[config.mk]
export PLATFORM = sky130hd
export DESIGN_NAME = tsal_comparator
export DESIGN_NICKNAME = d
export VERILOG_FILES = /design/src/rtl/tsal_comparator.sv
export SDC_FILE = /design/constraint.sdc
export NUM_CORES = 1
export LEC_CHECK = 0
export ABC_AREA = 1
export BUFFER_PORTS_ARGS = -buffer_cell sky130_fd_sc_hd__buf_2
export CORE_ASPECT_RATIO = 0.8
export CORE_MARGIN = 4
export CORE_UTILIZATION = 25
export CTS_CLUSTER_SIZE = 30
export DETAILED_ROUTE_END_ITERATION = 6
export PLACE_DENSITY = 0.61
export SLEW_MARGIN = 5
export SYNTH_ARGS = -nofsm -noshare
export SYNTH_HDL_FRONTEND = slang
export SYNTH_SLANG_ARGS = --single-unit
export TNS_END_PERCENT = 1
[constraint.sdc]
create_clock -name clk -period 3.3 [get_ports clk]
set_input_delay 0.165 -clock clk [delete_from_list [all_inputs] [get_ports clk]]
set_output_delay 0.165 -clock clk [all_outputs]
set_load 0.1 [all_outputs]
[src/rtl/tsal_comparator.sv]
// TSAL threshold comparator: samples an ADC result once per data_ready strobe and drives
// mutually exclusive red/green lamp enables, with optional multi-sample confirmation.
module tsal_comparator #(
   parameter int unsigned WIDTH         = 8,
   parameter int unsigned CONFIRM_COUNT = 1
) (
   input  logic             clk,
   input  logic             rst,
   input  logic             data_ready,
   input  logic [WIDTH-1:0] data,
   input  logic [WIDTH-1:0] in,
   output logic             red_enable,
   output logic             green_enable
);

   localparam int unsigned CW = (CONFIRM_COUNT > 1) ? $clog2(CONFIRM_COUNT + 1) : 1;
   localparam logic [CW-1:0] CNT_LAST = CW'(CONFIRM_COUNT - 1);

   typedef enum logic [1:0] {StIdle, StSafe, StActive} state_e;

   state_e          state_q;
   logic [CW-1:0]   cnt_q;
   logic            ready_q;
   logic            sample_event;
   logic            above;
   logic            disagree;

   assign sample_event = data_ready & ~ready_q;
   assign above        = (data >= in);
   assign disagree     = (above != (state_q == StActive));

   always_ff @(posedge clk) begin
      if (rst) begin
         state_q      <= StIdle;
         cnt_q        <= '0;
         ready_q      <= 1'b0;
         red_enable   <= 1'b0;
         green_enable <= 1'b0;
      end else begin
         ready_q <= data_ready;
         if (sample_event) begin
            unique case (state_q)
               StIdle: begin
                  // First sample after reset sets the lamp without confirmation.
                  state_q      <= above ? StActive : StSafe;
                  red_enable   <= above;
                  green_enable <= ~above;
                  cnt_q        <= '0;
               end
               StSafe, StActive: begin
                  if (!disagree) begin
                     cnt_q <= '0;
                  end else if (cnt_q == CNT_LAST) begin
                     state_q      <= above ? StActive : StSafe;
                     red_enable   <= above;
                     green_enable <= ~above;
                     cnt_q        <= '0;
                  end else begin
                     cnt_q <= cnt_q + 1'b1;
                  end
               end
               default: begin
                  state_q      <= StIdle;
                  red_enable   <= 1'b0;
                  green_enable <= 1'b0;
                  cnt_q        <= '0;
               end
            endcase
         end
      end
   end

endmodule

Yosys cells after proc, flatten, opt, wreduce, memory -nomap -nowiden

Index checks and enable logic that the tools add are counted.

Word-level logic and storage cells: 31
Register bits after elaboration: 6
Input bits: 19

Equality and inequality tests: 5
Magnitude comparators: 1
Reduce and logical (&&, ||, !) cells: 3
Mux-type cells: 13
Bitwise gates (word level): 3
Add/sub/neg operators: 1

Operators with widths:

| cell                  | count |
|---|---|
| $ge A8 B8 Y1          | 1 |
| $mux W1               | 7 |
| $mux W2               | 3 |
| $ne A2 B2 Y1 const B  | 2 |
| $pmux W1 S2           | 2 |
| $pmux W2 S2           | 1 |
| $reduce_and A3 Y1     | 1 |
| $eq A2 B1 Y1 const B  | 1 |
| $eq A2 B2 Y1 const B  | 1 |
| $logic_not A2 Y1      | 1 |
| $not A1 Y1            | 2 |
| $reduce_or A2 Y1      | 1 |
| $add A1 B1 Y1 const B | 1 |
| $and A1 B1 Y1         | 1 |
| $ne A1 B1 Y1          | 1 |

Logic depth before layout (Yosys ltp)

Gate-level depths: netlist of the first run.

Depth after elaboration: 5
Gate-level depth with buffers: 14
Depth with buffers taken out: 14

Worst setup path before layout of the first run

No wires, ideal clock.

Path type: register to register
Start: register green_enable (netlist name)
End: register red_enable
Slack: 1500 ps
Stages on the path, launching flop included: 7
Clock period less this slack: 1800 ps
Path buffers: 0
Arrival: 1681 ps
Cells stage by stage: dfxtp_1 -> inv_1 -> ha_1 -> clkinv_1 -> nand3_2 -> a21oi_1 -> nor2_1

RTL lines:

| what                   | line | source |
|---|---|---|
| end signal: assignment | 46   | `red_enable <= above;` |
| end signal: assignment | 55   | `red_enable <= above;` |
| end: declaration       | 12   | `output logic red_enable,` |

Final worst setup path of the first run

Start: input data[7]
End: register red_enable

Word-level cells in the longest chain between the ends: 4
Elaborated cells between the ends (all ways): 7
Those cells by class: order compare (1); eq/ne (2); mux (3); reduce/logical (1)

Ends and longest elaborated chain:

| what                                                    | line   | source |
|---|---|---|
| start: declaration                                      | 10     | `input logic [WIDTH-1:0] data,` |
| $ge A8 B8 Y1 *                                          | 29     | `assign above = (data >= in);` |
| $mux W1 / $ne A1 B1 Y1 (equally long branches)          | 53, 30 |  |
| $mux W1 / $ne A2 B2 Y1 (equally long branches)          | --     |  |
| $pmux W1 S2 / $reduce_and A3 Y1 (equally long branches) | --     |  |

Mark *: on every way between the ends. The rest lies on a longest branch, timed or not. The select of a mux whose other input is x is not followed.
A chain may end at the register's enable or synchronous reset.

==> metrics.yaml, run 1 <==
sta:
  worst_pin_slew_ns: 0.4849
  period_needed_ns: 1.240
  slew_viol_final: 0
  hold_violations: 0
  period_share: 0.3757
  timing.fmax_mhz: 806.6
  rsz0062_at_grt: "false"
  slew_headroom: 0.6789
  setup-violations-final: 0
  skew_ns: 0.003409
  fin_setup_tns_ns: 0
synthesis:
  synthCells: 64
  ys_ff_latch: 3
  yosysSeqAreaShare: 0.1416
  synth_cell_types: 15
  syn_nets: 93
  postSynthAreaPerCell_um2: 6.627
  synth_warnings: 0
  netlist_area_um2: 424.2
cells_and_area:
  syn2layout_area_growth_pct: 36.28
  stdcell_count: 110
  diodes: 0
  drive_gt1_frac: 0.3295
  fin_nets: 118
  fillCellCount: 174
clock_tree:
  tritoncts: "yes"
  postCtsResizedCells: 0
  cts_buffer_depth: 2
  numCtsBuffers: 3
  htreeDepth: 1
  root_buffer: "clkbuf_4"
  ctsHoldBuffers: 0
  cts_setup_buffers: 0
  clock-sinks: 3
  clk_pin_slew_ns: 0.04
  clk_latency_ns: 0.23
detailed_routing:
  vias_per_cell: 4.018
  drt_pass1_iterations: 4
  dr_total_vias: 442
  drc_errors: 0
  wirelength_um: 819
  drt_iter0_markers: 7
  drtAntennaViolNets: 0
  wire_per_inst_um: 7.445
global_routing:
  grt_pass1_vias: 389
  grt-ovfl-total: 0
  grtUsageTotal: 0.07866
  antenna_found_initial: 0
  grt_pass1_wl_um: 1386
  grt_max_degree: 5
place:
  place.gp.congestion: 0.7744
  io_buffers: 20
  dp.cells: 106
floorplan:
  ios: 21
  die_w_um: 54.05
  fp-row-count: 13
  die_area_mm2: 0.002424
  initial_utilization: 0.2634
  die_h_um: 44.84
  coreArea_mm2: 0.001610
worst_hold_path:
  hp-class: "primary input to register"
  min_from: "rst"
setup_path:
  crit_fanout: 4
  critPathArrivalTime_ns: 1.36
  startpoint: "data[7]"
  reg2reg_from: "green_enable$_SDFFE_PP0P_"
  path_class: "primary input to register"
  critPathRequiredTime_ns: 3.42
  endpoint_kind: "register"
  startpoint_type: "primary input"
run:
  maxCapViolations: 0
power:
  switching_share: 0.4004
  vdd_ir_drop_max_v: 0.0001822
  p_per_area_mw_per_mm2: 339.1
  power_frac_comb: 0.443
  p_int_w: 0.0001175
  pwr-share-clk: 0.334
  pwr-share-seq: 0.223
  switching_power_w: 0.00007850
  power_w: 0.0001960
  p_leak_nw: 0.3651
outcome:
  status: "finished clean"
## layout make-up
type | count | area (um^2) | share of cell area
tap | 22 | 27.53 | 0.04762
sequential | 3 | 60.06 | 0.1039
multi-input combinational | 43 | 282.8 | 0.4892
timing repair buffer | 20 | 100.1 | 0.1732
inverter | 18 | 81.33 | 0.1407
clock buffer | 4 | 26.28 | 0.04545
## placed cells by master (no fill, tap or decap), drive strengths merged
master / Yosys / final
buf: 0 / 20
inv: 16 / 16
nand2: 15 / 15
ha: 10 / 10
nor2: 7 / 7
a21oi: 4 / 4
clkbuf: 0 / 4
nand3: 4 / 4
dfxtp: 3 / 3
nand4: 2 / 2
a21o: 1 / 1
clkinv: 1 / 1
bufinv: 1 / 1
## flip-flops by register name (all words and copies together), names as in the netlist
signal and flops:
red_enable 1, ready_q 1, green_enable 1
## through the flow
| stage | util | worst slack, ns | hold slack, ns | area, um^2 |
|---|---|---|---|---|
| 6_report | 0.3590 | 2.060 | 0.09732 | 578.1 |
| 2_1_floorplan | - | 1.500 | 0.2374 | 424.2 |
| 3_3_place_gp | 0.3427 | 1.862 | 0.3383 | 551.8 |
| 5_1_grt | 0.3590 | 1.997 | 0.08702 | 578.1 |
| 3_5_place_dp | 0.3427 | 1.816 | 0.3425 | 551.8 |
| 4_1_cts | 0.3590 | 2.058 | 0.09174 | 578.1 |
## critical path, stage by stage
cell     delay, ns
buf_2         0.10
ha_1          0.29
a21o_1        0.17
nor2_2        0.16
nand3_2       0.11
nand2_2       0.08
nand3_2       0.09
a21oi_1       0.14
nor2_1        0.06
## synth_stat cells
cell type / number / area [um^2]
nor2_1: 6 / 22.52
nand3_1: 2 / 10.01
a21o_1: 1 / 7.510
inv_1: 15 / 56.30
nor2_2: 1 / 6.260
dfxtp_1: 3 / 60.06
nand2_2: 1 / 6.260
a21oi_1: 4 / 20.02
ha_1: 10 / 125.1
bufinv_8: 1 / 17.52
nand2_1: 14 / 52.55
nand4_1: 2 / 12.51
inv_2: 1 / 3.750
nand3_2: 2 / 20.02
clkinv_1: 1 / 3.750
## routing by layer
metal | global-route usage | up-vias | routed length [um]
li1 | - | 245 | -
met1 | 0.09363 | 182 | 368
met2 | 0.1280 | 15 | 383
met3 | 0.04950 | 0 | 66
met4 | 0 | 0 | 0
met5 | 0 | - | 0
## final timing paths
kind	depth (start not counted)	slack [ns]	to
max	9	2.06	red_enable$_SDFFE_PP0P_
min	2	0.1	ready_q$_SDFF_PP0_
max reg2reg	6	2.14	red_enable$_SDFFE_PP0P_
min reg2reg	2	0.55	green_enable$_SDFFE_PP0P_
## power by group through the flow
stage	clock (W)	combinational [W]	sequential, W
2_1_floorplan	0	0.0000441	0.0000661
3_3_place_gp	0	0.0000852	0.0000442
3_5_place_dp	0	0.0000880	0.0000442
4_1_cts	0.0000688	0.0000881	0.0000436
5_1_grt	0.0000753	0.0000977	0.0000440
6_report	0.0000655	0.0000869	0.0000436
## cells by family (layout without fill, tap and decap cells)
kind of cell	count (synthesis)	after routing	synth area share
compound gates	5	5	0.06491
fa+ha+maj	10	10	0.2950
buf+inv	18	42	0.1917
flops	3	3	0.1416
simple gates	28	28	0.3068
Note: power is estimated with default switching activity, not from simulation.
==> inputs of run 2 (changes only) <==
- ABC_AREA: 1 -> 0
- CORE_ASPECT_RATIO: 0.8 -> not set
- PLACE_DENSITY: 0.61 -> 0.63
- clock period: 3.3 -> 1 ns (I/O delays scaled with it)
==> run 2 against run 1 <==
The run now ends with negative setup slack left. Synthesized cell count decreased by 23%. Setup slack got worse by 2.4 ns. Highest routed layer is now met4. Count of clock-buffer cells in the layout unchanged.
==> metrics.yaml, run 2 <==
cells_and_area:
  final_common_cell: "buf_2"
  syn2layout_area_growth_pct: 72.93
  fin_nets: 109  # -7.6%
  reg_top3: "green_enable x1, ready_q x1, red_enable x1"
  diodes: 0  # unchanged
  fillCellCount: 151  # -13%
  final_cell_mix: "buf_2 (16), inv_1 (8), ha_1 (8)"
  drive_gt1_frac: 0.5063  # +0.1768
power:
  power_w: 0.0006907  # +250%
  p_per_area_mw_per_mm2: 1017  # +200%
  p_leak_nw: 0.3501  # -4.1%
  vdd_ir_drop_max_v: 0.0005570  # +210%
detailed_routing:
  dr_total_vias: 434  # -1.8%
  wirelength_um: 898  # +9.6%
  vias_per_cell: 4.568  # +14%
  wire_per_inst_um: 9.453  # +27%
  drtAntennaViolNets: 0  # unchanged
  drt_iter0_markers: 1  # -6
  drc_errors: 0  # unchanged
  drt_pass1_iterations: 2  # -2
global_routing:
  grt_pass1_vias: 401  # +3.1%
  grtUsageMet1: 0.1022  # +0.008597
  grtUsageTotal: 0.08967  # +0.01101
  grt.busiest_layer: "met2"
  grt-ovfl-total: 0  # unchanged
  grt.met3_usage: 0.03759  # -0.01191
  grt_pass1_wl_um: 1455  # +5.0%
  grt_use_met2: 0.1444  # +0.01637
  antenna_found_initial: 0  # unchanged
  grt_max_degree: 5  # unchanged
outcome:
  status: "complete, but fails checks"
  violations: "negative setup slack"
setup_path:
  crit_fanout: 2  # -2
  endpoint_kind: "register"
  path_class: "primary input to register"
  worstRegToRegCells: 6  # unchanged
  ff2ff_setup_slack_ns: -0.29  # -2.43 ns
  reg2reg_from: "green_enable$_SDFFE_PP0P_"
  critPathRequiredTime_ns: 1.17  # -2.25 ns
  startpoint_type: "primary input"
  regToRegEndpoint: "red_enable$_SDFFE_PP0P_"
  critPathArrivalTime_ns: 1.46  # +0.10 ns
place:
  io_buffers: 20  # unchanged
  place.gp.congestion: 0.7812  # +0.88%
  place.detailed.hpwl_um: 753.7
  place_ws_ns: -0.6481  # -2.464 ns
synthesis:
  synth_common_cells: "ha_1 (10), inv_1 (10), a21oi_1 (4)"
  netlist_area_um2: 392.9  # -7.4%
  synth_warnings: 0  # unchanged
  synth_cell_types: 20  # +5
  synth_edf_count: 0  # unchanged
  synth_top_cell_area_share: 0.3185  # +0.02349
  ys_ff_latch: 3  # unchanged
  yosysSeqAreaShare: 0.1529  # +0.01127
  postSynthAreaPerCell_um2: 8.018  # +21%
  yosys-top-cells-area: "ha_1 (32%), dfxtp_1 (15%), inv_1 (9.6%), a21oi_1 (5.1%), o21ai_0 (3.8%)"
  synth_area_leader_cell: "ha_1"
  synthCells: 49  # -23%
  synth_ff_type: "dfxtp_1"
  async_reset_ff_frac: 0  # unchanged
  syn_nets: 78  # -16%
clock_tree:
  cts_buffer_depth: 2  # unchanged
  clock-sinks: 3  # unchanged
  ctsHoldBuffers: 0  # unchanged
  clk_pin_slew_ns: 0.04  # about the same
  root_buffer: "clkbuf_4"
  htreeDepth: 1  # unchanged
  tritoncts: "yes"
  numCtsBuffers: 3  # unchanged
  clk_latency_ns: 0.24  # about the same
sta:
  slew_headroom: 0.8388  # +0.1599
  worst_pin_slew_ns: 0.2392  # -0.2457 ns
  slew_viol_final: 0  # unchanged
  setup-violations-final: 2  # +2
  timing.fmax_mhz: 773.8
  hold_violations: 0  # unchanged
  period_share: 1.292
  period_needed_ns: 1.292
  rsz0062_at_grt: "true"
  skew_ns: 0.005886  # +0.002477 ns
  worst_slack_ns: -0.2923  # -2.353 ns
floorplan:
  coreArea_mm2: 0.001489  # -7.5%
  initial_utilization: 0.2639  # +0.0004622
  die_h_um: 47.64  # +6.2%
  die_w_um: 47.64  # -12%
  fp-row-count: 14  # +1
  die_area_mm2: 0.002270  # -6.4%
  ios: 21  # unchanged
worst_hold_path:
  min_from: "rst"
  hp-class: "primary input to register"
  holdPathStages: 2  # unchanged
  holdPathEnd: "ready_q$_SDFF_PP0_"
run:
  maxCapViolations: 0  # unchanged
-- run 2: changes by cell type in the layout (fill, tap and decap cells not counted), sizes merged, moves of 2 or more --
cell    delta
buf        +6
inv        -7
nand2     -14
nand2b     +3
nand3      -3
nor2       -6
nor2b      +2
o21ai      +4
-- run 2: cells by family (layout without fill, tap and decap cells) --
kind of cell / Yosys count / count (layout) / share of synthesized area
AO/OA/AOI/OAI: 14 / 14 / 0.2389
adder cells (fa/ha/maj): 10 / 10 / 0.3185
buffers and inverters: 10 / 40 / 0.09555
flip-flops: 3 / 3 / 0.1529
AND/OR/NAND/NOR: 12 / 12 / 0.1942
-- run 2: repair_timing --
| action | in CTS | in global routing |
|---|---|---|
| endpoints found under the hold margin | 0 | 0 |
| pin swaps | 4 | 2 |
| gates resized for setup | 4 | 3 |
| setup endpoints to repair | 2 | 2 |
| setup buffers | 2 | 0 |
-- run 2: through the flow --
step	util	setup TNS [ns]	instance area (um^2)	hold WS, ns	instances
detailed placement	0.4143	-1.084	616.8	0.2557	89
CTS	0.4538	-0.5944	675.6	0.001031	95
global placement	0.4143	-1.037	616.8	0.2528	89
floorplan	-	-0.8720	436.7	0.1216	49
global route	0.4563	-0.6826	679.4	0.01008	95
finish	0.4563	-0.5525	679.4	0.007813	95
-- run 2: worst max path at each step --
stage / startpoint / endpoint / depth (start not counted)
2_1_floorplan: in[0] / red_enable$_SDFFE_PP0P_ / 6
3_3_place_gp: data[0] / red_enable$_SDFFE_PP0P_ / 8
3_5_place_dp: data[0] / red_enable$_SDFFE_PP0P_ / 8
4_1_cts: data[0] / red_enable$_SDFFE_PP0P_ / 8
5_1_grt: green_enable$_SDFFE_PP0P_ / red_enable$_SDFFE_PP0P_ / 6
6_report: in[0] / red_enable$_SDFFE_PP0P_ / 7
-- run 2: report_power, final --
group / switching (W) / total (W) / internal, W / leakage [nW]
Combinational: 0.000163 / 0.000331 / 0.000168 / 0.309
Sequential: 0.0000112 / 0.000143 / 0.000132 / 0.0262
Clock: 0.0000673 / 0.000217 / 0.000150 / 0.0150
Total: 0.000241 / 0.000691 / 0.000449 / 0.350
-- run 2: critical path: stages --
cell      delay (ns)
buf_6           0.10
ha_4            0.22
nand2b_4        0.12
a2111o_1        0.37
a21o_1          0.21
o311a_1         0.30
o21ai_2         0.10
-- run 2: layout make-up --
class,count,area [um^2],area share
multi-input combinational,36,331.6,0.4880
tap,16,20.02,0.02947
timing repair buffer,26,191.4,0.2818
clock buffer,4,26.28,0.03867
inverter,10,42.54,0.06262
sequential,3,67.56,0.09945
-- run 2: per-layer routing --
| metal | routed length, um | part of all wire |
|---|---|---|
| met5 | 0 | 0 |
| met4 | 10 | 0.011 |
| met3 | 80 | 0.089 |
| met2 | 375 | 0.42 |
| met1 | 433 | 0.48 |
